**src/rtl/grant_bus_mux_pkg.sv**
```systemverilog
// Shared definitions for the grant-driven bus multiplexer: client count,
// select width, FSM state encoding and a small popcount helper.
package grant_bus_mux_pkg;

    localparam int NUM_CLIENTS = 4;
    localparam int SEL_W       = 2;

    // Output-stage condition: empty, moving, or held by downstream backpressure
    typedef enum logic [1:0] {
        IDLE  = 2'd0,
        BUSY  = 2'd1,
        STALL = 2'd2
    } state_t;

    // Number of set bits in a client-wide vector
    function automatic logic [2:0] popcount4(input logic [NUM_CLIENTS-1:0] v);
        logic [2:0] cnt;
        cnt = '0;
        for (int i = 0; i < NUM_CLIENTS; i++) begin
            cnt = cnt + {2'b00, v[i]};
        end
        return cnt;
    endfunction

endpackage

```
**src/rtl/grant_bus_mux_onehot_enc.sv**
```systemverilog
// One-hot to binary encoder. valid is high only when exactly one input
// bit is set; idx is meaningful only in that case.
module onehot_enc
    import grant_bus_mux_pkg::*;
(
    input  logic [NUM_CLIENTS-1:0] onehot,
    output logic [SEL_W-1:0]       idx,
    output logic                   valid
);

    // Encode the set bit and qualify it with an exactly-one test
    always_comb begin
        idx = '0;
        for (int i = 0; i < NUM_CLIENTS; i++) begin
            if (onehot[i]) begin
                idx = SEL_W'(i);
            end
        end
        valid = (popcount4(onehot) == 3'd1);
    end

endmodule

```
**src/rtl/grant_bus_mux.sv**
```systemverilog
// Grant-steered bus multiplexer: forwards the granted client's word into a
// single registered output stage with valid/ready handshaking, counts beats
// per grant tenure and pulses tenure_done when a productive tenure ends.
// Optional feature macro: GRANT_MUX_ONEHOT_CHK_EN enables the sticky
// onehot_err flag for multi-bit grants; otherwise onehot_err is tied to 0.
module grant_bus_mux
    import grant_bus_mux_pkg::*;
#(
    parameter int DW    = 8,
    parameter int CNT_W = 8
) (
    input  logic                      clk,
    input  logic                      rst,
    input  logic [NUM_CLIENTS-1:0]    grant,
    input  logic [NUM_CLIENTS*DW-1:0] din,
    input  logic [NUM_CLIENTS-1:0]    din_vld,
    output logic [NUM_CLIENTS-1:0]    din_rdy,
    output logic [DW-1:0]             dout,
    output logic                      dout_vld,
    input  logic                      dout_rdy,
    output logic [SEL_W-1:0]          dout_src,
    output logic [CNT_W-1:0]          beat_cnt,
    output logic                      tenure_done,
    output logic                      onehot_err
);

    localparam logic [CNT_W-1:0] CNT_MAX = {CNT_W{1'b1}};

    logic [SEL_W-1:0]       sel;
    logic                   grant_valid;
    logic                   out_free;
    logic                   accept;
    logic                   tenure_change;
    logic [DW-1:0]          din_words [NUM_CLIENTS];

    logic [DW-1:0]          dout_reg,        dout_next;
    logic                   dout_vld_reg,    dout_vld_next;
    logic [SEL_W-1:0]       dout_src_reg,    dout_src_next;
    logic [CNT_W-1:0]       beat_cnt_reg,    beat_cnt_next;
    logic                   tenure_done_reg, tenure_done_next;
    logic [NUM_CLIENTS-1:0] prev_grant_reg;
    state_t                 state_reg;

    onehot_enc u_enc (
        .onehot (grant),
        .idx    (sel),
        .valid  (grant_valid)
    );

    // The output register can take a new word when empty or being drained
    assign out_free = ~dout_vld_reg | dout_rdy;

    generate
        for (genvar gi = 0; gi < NUM_CLIENTS; gi++) begin : g_client
            assign din_words[gi] = din[gi*DW +: DW];
            assign din_rdy[gi]   = grant_valid & grant[gi] & out_free;
        end
    endgenerate

    assign accept        = grant_valid & din_vld[sel] & out_free;
    assign tenure_change = (grant != prev_grant_reg);

    // Next values for the output stage, beat counter and tenure pulse
    always_comb begin
        dout_next        = dout_reg;
        dout_src_next    = dout_src_reg;
        dout_vld_next    = dout_vld_reg;
        beat_cnt_next    = beat_cnt_reg;
        tenure_done_next = 1'b0;

        if (accept) begin
            dout_next     = din_words[sel];
            dout_src_next = sel;
            dout_vld_next = 1'b1;
        end else if (dout_vld_reg && dout_rdy) begin
            dout_vld_next = 1'b0;
        end

        if (tenure_change) begin
            beat_cnt_next    = accept ? CNT_W'(1) : '0;
            tenure_done_next = (prev_grant_reg != '0) && (beat_cnt_reg != '0);
        end else if (accept && (beat_cnt_reg != CNT_MAX)) begin
            beat_cnt_next = beat_cnt_reg + CNT_W'(1);
        end
    end

    // Register the output stage, counter, pulse and previous grant
    always_ff @(posedge clk) begin
        if (rst) begin
            dout_reg        <= '0;
            dout_src_reg    <= '0;
            dout_vld_reg    <= 1'b0;
            beat_cnt_reg    <= '0;
            tenure_done_reg <= 1'b0;
            prev_grant_reg  <= '0;
        end else begin
            dout_reg        <= dout_next;
            dout_src_reg    <= dout_src_next;
            dout_vld_reg    <= dout_vld_next;
            beat_cnt_reg    <= beat_cnt_next;
            tenure_done_reg <= tenure_done_next;
            prev_grant_reg  <= grant;
        end
    end

    // Track output-stage condition; STALL reflects a full register left
    // unconsumed after the update of the current cycle
    always_ff @(posedge clk) begin
        if (rst) begin
            state_reg <= IDLE;
        end else begin
            case (state_reg)
                IDLE: begin
                    if (grant_valid) begin
                        state_reg <= BUSY;
                    end
                end
                BUSY: begin
                    if (dout_vld_next && !dout_rdy) begin
                        state_reg <= STALL;
                    end else if (!dout_vld_next && !grant_valid) begin
                        state_reg <= IDLE;
                    end
                end
                STALL: begin
                    if (dout_rdy) begin
                        state_reg <= BUSY;
                    end
                end
                default: state_reg <= IDLE;
            endcase
        end
    end

`ifdef GRANT_MUX_ONEHOT_CHK_EN
    logic onehot_err_reg;

    // Sticky detection of more than one grant bit set
    always_ff @(posedge clk) begin
        if (rst) begin
            onehot_err_reg <= 1'b0;
        end else if (popcount4(grant) > 3'd1) begin
            onehot_err_reg <= 1'b1;
        end
    end

    assign onehot_err = onehot_err_reg;
`else
    assign onehot_err = 1'b0;
`endif

    assign dout        = dout_reg;
    assign dout_vld    = dout_vld_reg;
    assign dout_src    = dout_src_reg;
    assign beat_cnt    = beat_cnt_reg;
    assign tenure_done = tenure_done_reg;

endmodule

```
**config.mk**
```make
export PLATFORM = sky130hd
export DESIGN_NAME = grant_bus_mux
export DESIGN_NICKNAME = d
export VERILOG_FILES = /design/src/rtl/grant_bus_mux_pkg.sv /design/src/rtl/grant_bus_mux_onehot_enc.sv /design/src/rtl/grant_bus_mux.sv
export SDC_FILE = /design/constraint.sdc
export NUM_CORES = 1
export LEC_CHECK = 0
export BUFFER_PORTS_ARGS = -buffer_cell sky130_fd_sc_hd__buf_2
export CORE_MARGIN = 2
export CORE_UTILIZATION = 42
export CTS_CLUSTER_SIZE = 30
export DETAILED_ROUTE_END_ITERATION = 10
export GPL_TIMING_DRIVEN = 0
export PLACE_DENSITY = 0.75
export REMOVE_ABC_BUFFERS = 1
export SYNTH_ARGS = -nofsm -noshare
export SYNTH_HDL_FRONTEND = slang
export SYNTH_SLANG_ARGS = --single-unit
```
**constraint.sdc**
```tcl
create_clock -name clk -period 2.9 [get_ports clk]
set_clock_uncertainty 0.2 [all_clocks]
set_input_delay 0.29 -clock clk [delete_from_list [all_inputs] [get_ports clk]]
set_output_delay 0.29 -clock clk [all_outputs]
set_load 0.005 [all_outputs]
```
---- Yosys cells after proc, flatten, opt, wreduce, memory -nomap -nowiden ----
Index checks and enable logic that the tools add are counted.
operators by class
  add/sub/neg operators ................... 4
  magnitude comparators ................... 2
  equality and inequality tests ........... 3
  muxes and demuxes ....................... 13
  bitwise operators ....................... 14
  reduce and logical (&&, ||, !) cells .... 8
operators with widths
  kind                 count
  $mux 8               4
  $bmux 8 s2           1
  $and 1x1->1          10
  $add 8x1->8 const B  1
  $ne 8x8->1 const B   1
  $reduce_bool 8->1    1
  $add 3x1->3          2
  $mux 1               5
  $mux 2               2
  $ne 4x4->1           1
  $reduce_bool 2->1    2
  $reduce_bool 4->1    1
  $eq 3x1->1 const B   1
  $ge 3x3->1 const B   1
  $logic_and 1x1->1    3
  $lt 2x3->1 const B   1
  $not 2->3            1
  $add 1x1->2          1
  $bmux 1 s2           1
  $not 1->1            2
  $reduce_or 2->1      1
  $or 1x1->1           1
storage, ports and cells
  flip-flop bits (word level) ............. 24
  input bits .............................. 43
  output and inout port bits .............. 25
  logic and storage cells ................. 50

---- Longest topological paths before layout ----
Gate-level depths: netlist (run 1).
  word-level depth ........................ 10
  mapped depth ............................ 11
  mapped depth without buffers ............ 9

---- Modules after synthesis ----
From an unflattened synthesis (run 1), not the netlist that was laid out.
second synthesis, totals
  cells, all modules ...................... 153
  area, all modules ....................... 1392.6 µm²
by module, submodules not included
  module         instances  cells each  area an instance (µm²)  seq. area each (µm²)
  grant_bus_mux  1          142         1310.0                  480.5
  onehot_enc     1          11          82.6                    0.0

---- Worst setup path after synthesis (run 1) ----
Ideal clock, no wire load.
  path kind ............................... input-to-output
  start ................................... input grant[2]
  end ..................................... output din_rdy[0]
  arrival ................................. 2.485 ns
  data required time ...................... 2.410 ns
  setup slack ............................. -0.075 ns
  cell stages on the path ................. 10
  path buffers ............................ 3
  cell sequence ........................... buf_2 -> clkbuf_1 -> inv_1 -> fa_1 -> inv_1 -> ha_1 -> nor3_1 -> nor2b_1 -> clkbuf_1 -> and2_1
between the ends
  word-level cells in the longest chain between the ends .. 5
RTL lines
  what                      RTL line                        text
  start: declaration        grant_bus_mux.sv:14             input logic [NUM_CLIENTS-1:0] grant,
  $add 3x1->3 (2 in a row)  grant_bus_mux_pkg.sv:20         cnt = cnt + {2'b00, v[i]};
  $eq 3x1->1                grant_bus_mux_onehot_enc.sv:19  valid = (popcount4(onehot) == 3'd1);
  $and 1x1->1 (2 in a row)  grant_bus_mux.sv:56             assign din_rdy[gi] = grant_valid & grant[gi] & out_free;
  end: declaration          grant_bus_mux.sv:17             output logic [NUM_CLIENTS-1:0] din_rdy,
No other way between the ends.

---- Final worst setup path (run 1) ----
  start ................................... input grant[1]
  end ..................................... output din_rdy[2]
between the ends
  word-level cells in the longest chain between the ends .. 6
RTL lines
  what                      RTL line
  $add 1x1->2               grant_bus_mux_pkg.sv:20
  $add 3x1->3 (2 in a row)  grant_bus_mux_pkg.sv:20
  $eq 3x1->1                grant_bus_mux_onehot_enc.sv:19
  $and 1x1->1 (2 in a row)  grant_bus_mux.sv:56
No other way between the ends.

==> summary.txt, run 1 <==
Timing
  • Final min period: 2800 ps
  • Final period util: 96.5%
  • Worst slew pin tran: 934 ps
  • Setup violators final: 0
  • Hold Violations, Final: 0
  • Final Slew Violations: 0
  • RSZ-0062 raised after global routing: true
  • Fmax: 357 MHz
  • Max_slew headroom: 37.7%

Power and ir drop
  • Switching portion of total power: 30.5%
  • P_int: 0.532 mW
  • Pwr dens: 403 nW/um2
  • Clock power share: 23.1%
  • Flop pwr share: 48.0%
  • Static Leak: 0.864 nW
  • Max VDD drop: 0.000177 V
  • Sw power: 0.233 mW
  • Power share of the combinational group: 28.9%

Worst setup path
  • Crit-path cells: buf_2 -> ha_1 -> inv_1 -> fa_1 -> inv_1 -> ha_1 -> nor3_2 -> nand2b_2 -> nor2_1 -> buf_2
  • Setup Crit Path Kind: primary input to primary output
  • R2r setup slk: 840 ps
  • CP endpoint kind: primary output
  • Delay of the slowest critical-path stage: 340 ps
  • CP top delay family: adder cells
  • WP data required: 2410 ps
  • Crit Path Max Fanout: 14
  • RR Endpoint: beat_cnt[5]
  • Worst Reg-to-Reg Cells: 4
  • CP max stage cell: fa_1
  • Worst reg2reg path startpoint: prev_grant_reg[1]
  • Setup crit start kind: primary input
  • Critical path data arrival time: 2310 ps
  • CP bufs+invs: 4

Routing
  • Vias per cell: 5.39
  • Drt pass-1 iters: 4
  • DRT Wirelength: 3660 um
  • Routed WL per cell: 13.3 um
  • Antenna viol nets, final: 0
  • First DRT Iteration DRCs: 127
  • Via count: 1488
  • DR DRC count: 0

Place
  • Gp weighted congestion: 0.793
  • Placed cells: 270
  • Placed inst area: 1830 um2
  • Final HPWL DP: 2630 um
  • Port Buffer Count: 66

Die
  • DIE HEIGHT: 64.5 um
  • Io pins: 68
  • Core ar.: 3420 um2
  • Core Rows: 21
  • Die Wd: 64.5 um
  • Die ar.: 4160 um2
  • Starting Density: 44.9%

Final layout
  • Final Cell Area: 1900 um2
  • Nets: 279
  • N_diodes: 0
  • Synth-to-layout area growth: 23.6%
  • Layout cell share with drive strength beyond 1: 36.1%
  • Fillers: 340
  • Post-route insts no fill: 276

GRT
  • GRT Resource Usage Total: 17.9%
  • Initial antenna violation count: 0
  • Vias in the first global route: 1318
  • Largest net degree at the start of global routing: 29
  • First-pass GRT wire length: 5910 um
  • Total grt overflow: 0

Yosys
  • Number of synthesized register bits: 24
  • Avg Cell Area, Syn: 8.82 um2
  • Yosys Warn Count: 0
  • Synthesized instance count: 174
  • Syn Std Cell Area: 1540 um2
  • Yosys cell types: 43
  • Register area share after synthesis: 31.3%

CTS
  • Clock transition at path regs: 130 ps
  • Worst-Skew Late Latency: 310 ps
  • # hold bufs at CTS: 0
  • Max H-tree Level: 1
  • Clk buf depth: 2
  • Clock Tree Root: clkbuf_4
  • Total CTS buffers: 3
  • CTS tree: built
  • Clk sinks: 24

Job
  • Total of max-cap violations: 0

Worst hold path
  • End of the worst hold path: prev_grant_reg[0]
  • Hold path cells: 2
  • Worst Hold Launch: grant[0]
  • HP Class: primary input to register

Status
  • Outcome: completed
per-layer routing:
layer	GRT usage (%)	part of all wire, %
met1	21.8	43
met2	31.5	49
met3	4.51	7.5
met4	4.79	0.66
met5	0	0
layout make-up:
class | count | area [um2] | share of cell area (%)
Inverter | 7 | 26.3 | 1.38
Timing Repair Buffer | 68 | 345 | 18.2
Sequential cell | 24 | 480 | 25.3
Multi-Input combinational cell | 127 | 952 | 50.2
Tap cell | 46 | 57.6 | 3.03
Clock buffer | 4 | 36.3 | 1.91
per-stage QoR:
| stage | utilization, % | hold slack [ps] | worst slack, ps | setup TNS, ps | power, mW |
|---|---|---|---|---|---|
| global route | 55.6 | 31.4 | -23.7 | -42.0 | 0.815 |
| floorplan | - | 157 | 205 | 0 | 0.489 |
| detailed placement | 53.6 | 314 | -581 | -7570 | 0.583 |
| CTS | 55.6 | 37.6 | 100 | 0 | 0.773 |
| finish | 55.6 | 41.8 | 101 | 0 | 0.765 |
| global placement | 53.6 | 309 | -542 | -6380 | 0.579 |
cell families (layout without fill, tap and decap cells):
logic type | after synthesis | after routing | share of synthesized area, %
flip-flops | 24 | 24 | 31.3
AND/OR/NAND/NOR | 57 | 57 | 23.7
other | 1 | 1 | 0.244
AO/OA/AOI/OAI | 38 | 38 | 15.9
multiplexers | 22 | 22 | 14.3
adder cells (fa/ha/maj) | 5 | 5 | 4.56
XOR/XNOR | 4 | 4 | 2.28
buffers and inverters | 23 | 79 | 7.66
layout by cell type (no fill, tap or decap), types with 2 or more instances in the layout:
| cell | count |
|---|---|
| a211oi_1 | 11 |
| a21oi_1 | 13 |
| and2_1 | 2 |
| and4_1 | 2 |
| buf_2 | 66 |
| buf_4 | 2 |
| clkbuf_4 | 3 |
| dfxtp_1 | 24 |
| ha_1 | 4 |
| inv_1 | 7 |
| mux2i_1 | 22 |
| nand2_1 | 9 |
| nand3_1 | 3 |
| nand3b_1 | 5 |
| nor2_1 | 6 |
| nor2b_1 | 3 |
| nor4_1 | 8 |
| o21ai_0 | 8 |
| or3b_2 | 4 |
| xor2_1 | 4 |
worst max path at each step:
stage	from	to	slack, ps	cells past startpoint
after CTS	grant[1]	din_rdy[2]	100	10
after global placement	grant[1]	din_rdy[1]	-540	10
after floorplan	grant[0]	din_rdy[0]	210	8
after global routing	grant[1]	din_rdy[3]	-20	10
final	grant[1]	din_rdy[2]	100	10
after detailed placement	grant[1]	din_rdy[1]	-580	10
Yosys cell counts (all sizes together):
| cell type | n | area (um2) |
|---|---|---|
| inv | 7 | 26.3 |
| nand3 | 3 | 15.0 |
| or3 | 1 | 6.26 |
| a221o | 1 | 10.0 |
| or4b | 1 | 10.0 |
| xor2 | 4 | 35.0 |
| a31oi | 1 | 6.26 |
| nand4 | 1 | 6.26 |
| or4 | 1 | 7.51 |
| nor3b | 1 | 7.51 |
| clkbuf | 7 | 26.3 |
| and2 | 2 | 12.5 |
| buf | 9 | 65.1 |
| nor2 | 7 | 28.8 |
| fa | 1 | 20.0 |
| nand3b | 5 | 37.5 |
| a21oi | 13 | 65.1 |
| mux2i | 22 | 220 |
| ha | 4 | 50.1 |
| a221oi | 1 | 15.0 |
| and3 | 1 | 6.26 |
| nor4 | 9 | 71.3 |
| nor2b | 4 | 25.0 |
| nand2b | 2 | 12.5 |
| nor3 | 1 | 5.00 |
| or3b | 5 | 43.8 |
| o311ai | 1 | 8.76 |
| conb | 1 | 3.75 |
| nand2 | 9 | 33.8 |
| dfxtp | 24 | 480 |
| a41oi | 1 | 8.76 |
| o21ai | 8 | 40.0 |
| nand4b | 1 | 8.76 |
| a211oi | 11 | 82.6 |
| o31ai | 1 | 7.51 |
| and4 | 2 | 17.5 |
| nor4b | 1 | 8.76 |
power by group through the flow:
stage | Combinational [mW] | Clock (mW) | Sequential [mW]
floorplan | 0.114 | 0 | 0.375
global placement | 0.205 | 0 | 0.374
detailed placement | 0.209 | 0 | 0.374
CTS | 0.223 | 0.183 | 0.367
global route | 0.248 | 0.196 | 0.371
finish | 0.221 | 0.177 | 0.367
repair_timing:
item,CTS,global route
buffers inserted,2,0
hold endpoints to repair,0,0
setup endpoints to repair,16,2
resized for setup,4,0
Note: power is estimated with default switching activity, not from simulation.
==> inputs of run 2 (changes only) <==
Settings changed: CORE_UTILIZATION 42 to 47, PLACE_DENSITY 0.75 to 0.8.
Clock period 2.9 ns to 2.8 ns, I/O delays scaled along.
==> summary.txt, run 2 (synthesis results as in run 1) <==
Worst setup path
  • Critical Path Source: grant[1]
  • Critical path data arrival time: 2180 ps (-130 ps)
  • Delay of the slowest critical-path stage: 370 ps (+30 ps)
  • Crit Path Max Fanout: 14 (unchanged)
  • CP bufs+invs: 4 (unchanged)
  • CP endpoint kind: primary output
  • CP top delay family: adder cells
  • Setup Crit Path Kind: primary input to primary output
  • WP data required: 2320 ps (-90 ps)
  • Setup crit start kind: primary input
  • Crit-path cells: buf_4 -> ha_1 -> inv_1 -> fa_1 -> inv_1 -> ha_1 -> nor3_4 -> nor2b_4 -> and2_1 -> buf_2
  • CP max stage cell: fa_1
  • Worst reg2reg path startpoint: prev_grant_reg[1]

Die
  • DIE HEIGHT: 61.2 um (-5.1%)
  • Core ar.: 3080 um2 (-9.9%)
  • Core Rows: 20 (-4.8%)
  • Io pins: 68 (unchanged)
  • Die Wd: 61.2 um (-5.1%)
  • Starting Density: 49.9% (+4.9 points)
  • Die ar.: 3740 um2 (-10%)

GRT
  • Initial antenna violation count: 0 (unchanged)
  • Vias in the first global route: 1341 (+1.7%)
  • GRT Resource Usage Total: 21.1% (+3.1 points)
  • First-pass GRT wire length: 5980 um (+1.2%)
  • Largest net degree at the start of global routing: 29 (unchanged)
  • Total grt overflow: 0 (unchanged)

Timing
  • Hold_ws: 32.2 ps (-9.58 ps)
  • Final period util: 95.1%
  • Max_slew headroom: 37.1% (-0.63 points)
  • Final Slew Violations: 0 (unchanged)
  • Final min period: 2660 ps
  • Hold Violations, Final: 0 (unchanged)
  • Worst slew pin tran: 944 ps (+9.49 ps)
  • Setup WS post-layout: 138 ps (+37.0 ps)
  • RSZ-0062 raised after global routing: false
  • Fmax: 376 MHz
  • Total Neg Setup Slack: 0 ps (unchanged)
  • Setup violators final: 0 (unchanged)

Worst hold path
  • HP Class: primary input to register
  • Worst Hold Launch: grant[0]

Place
  • Placed cells: 268 (-0.74%)
  • Port Buffer Count: 66 (unchanged)
  • Dpl ws: -681 ps (-99.9 ps)
  • Gp weighted congestion: 0.823 (+3.7%)
  • Placed inst area: 1830 um2 (-0.14%)
  • Final HPWL DP: 2780 um (+5.4%)

Final layout
  • N_diodes: 0 (unchanged)
  • Final Cell Area: 1950 um2 (+3.0%)
  • Most frequent cells in the layout: 64 x buf_2, 24 x dfxtp_1, 22 x mux2i_1
  • Nets: 282 (+1.1%)
  • Layout cell share with drive strength beyond 1: 37.3% (+1.3 points)
  • Synth-to-layout area growth: 27.3%
  • Most common cell after layout, fill and taps aside: buf_2
  • Post-route insts no fill: 277 (+0.36%)
  • Utilization after layout: 63.5% (+7.9 points)

Power and ir drop
  • Clock power share: 28.8% (+5.7 points)
  • Pwr dens: 450 nW/um2 (+12%)
  • Switching portion of total power: 28.8% (-1.7 points)
  • Overall power: 0.879 mW (+15%)
  • P_int: 0.626 mW (+18%)
  • Static Leak: 0.885 nW (+2.4%)
  • Sw power: 0.253 mW (+8.4%)
  • Flop pwr share: 43.2% (-4.8 points)
  • Power share of the combinational group: 28.0% (-0.9 points)
  • Max VDD drop: 0.000309 V (+74%)

CTS
  • Clock Tree Root: clkbuf_4
  • Clock transition at path regs: 130 ps (about the same)
  • Max H-tree Level: 1 (unchanged)
  • Clk buf depth: 2 (unchanged)
  • Clk sinks: 24 (unchanged)
  • Total CTS buffers: 3 (unchanged)
  • Worst-Skew Late Latency: 320 ps (about the same)
  • CTS tree: built

Routing
  • Routed WL per cell: 13.5 um (+1.7%)
  • DR DRC count: 0 (unchanged)
  • First DRT Iteration DRCs: 98 (-23%)
  • Antenna viol nets, final: 0 (unchanged)
  • DRT Wirelength: 3740 um (+2.1%)
  • Via count: 1490 (+0.13%)
  • Drt pass-1 iters: 4 (unchanged)
  • Vias per cell: 5.38 (-0.23%)

Status
  • Outcome: completed

Job
  • Total of max-cap violations: 0 (unchanged)
## run 2: worst reg2reg max path, delay by kind of cell, from the launching register on
family	cells	cell delay (ps)
mux	1	140
simple gates	2	1130
xor+xnor	1	180
flops	1	350
## run 2: worst paths after layout
check / end / slack (ps) / cells past startpoint
max: din_rdy[1] / 140 / 10
min: prev_grant_reg[0] / 30 / 2
max reg2reg: beat_cnt[4] / 740 / 4
min reg2reg: dout[1] / 330 / 2
## run 2: final cells by class
cell class | count | area, um2
Multi-Input combinational cell | 127 | 963
Fill cell | 273 | 1120
Clock buffer | 3 | 22.5
Sequential cell | 24 | 480
Tap cell | 44 | 55.1
Clock inverter | 1 | 30.0
Timing Repair Buffer | 71 | 373
Inverter | 7 | 30.0
## run 2: what timing repair did
action                                  in CTS  in global routing
pin swaps                                    0                  1
endpoints found under the setup margin      22                  9
gates resized for setup                      4                  6
buffers inserted                             2                  3
hold buffers                                 0                  0
## run 2: power by group through the flow
stage | Combinational (mW) | Clock, mW | Sequential, mW
5_1_grt | 0.273 | 0.276 | 0.384
3_5_place_dp | 0.219 | 0 | 0.387
2_1_floorplan | 0.118 | 0 | 0.388
6_report | 0.246 | 0.253 | 0.380
3_3_place_gp | 0.212 | 0 | 0.386
4_1_cts | 0.233 | 0.256 | 0.380
## run 2: routing by layer
layer | vias up | GRT usage (%) | part of all wire (%)
li1 | 760 | - | -
met1 | 669 | 25.3 | 43
met2 | 59 | 36.3 | 48
met3 | 2 | 7.56 | 8.5
met4 | 0 | 4.04 | 0.21
met5 | - | 0 | 0
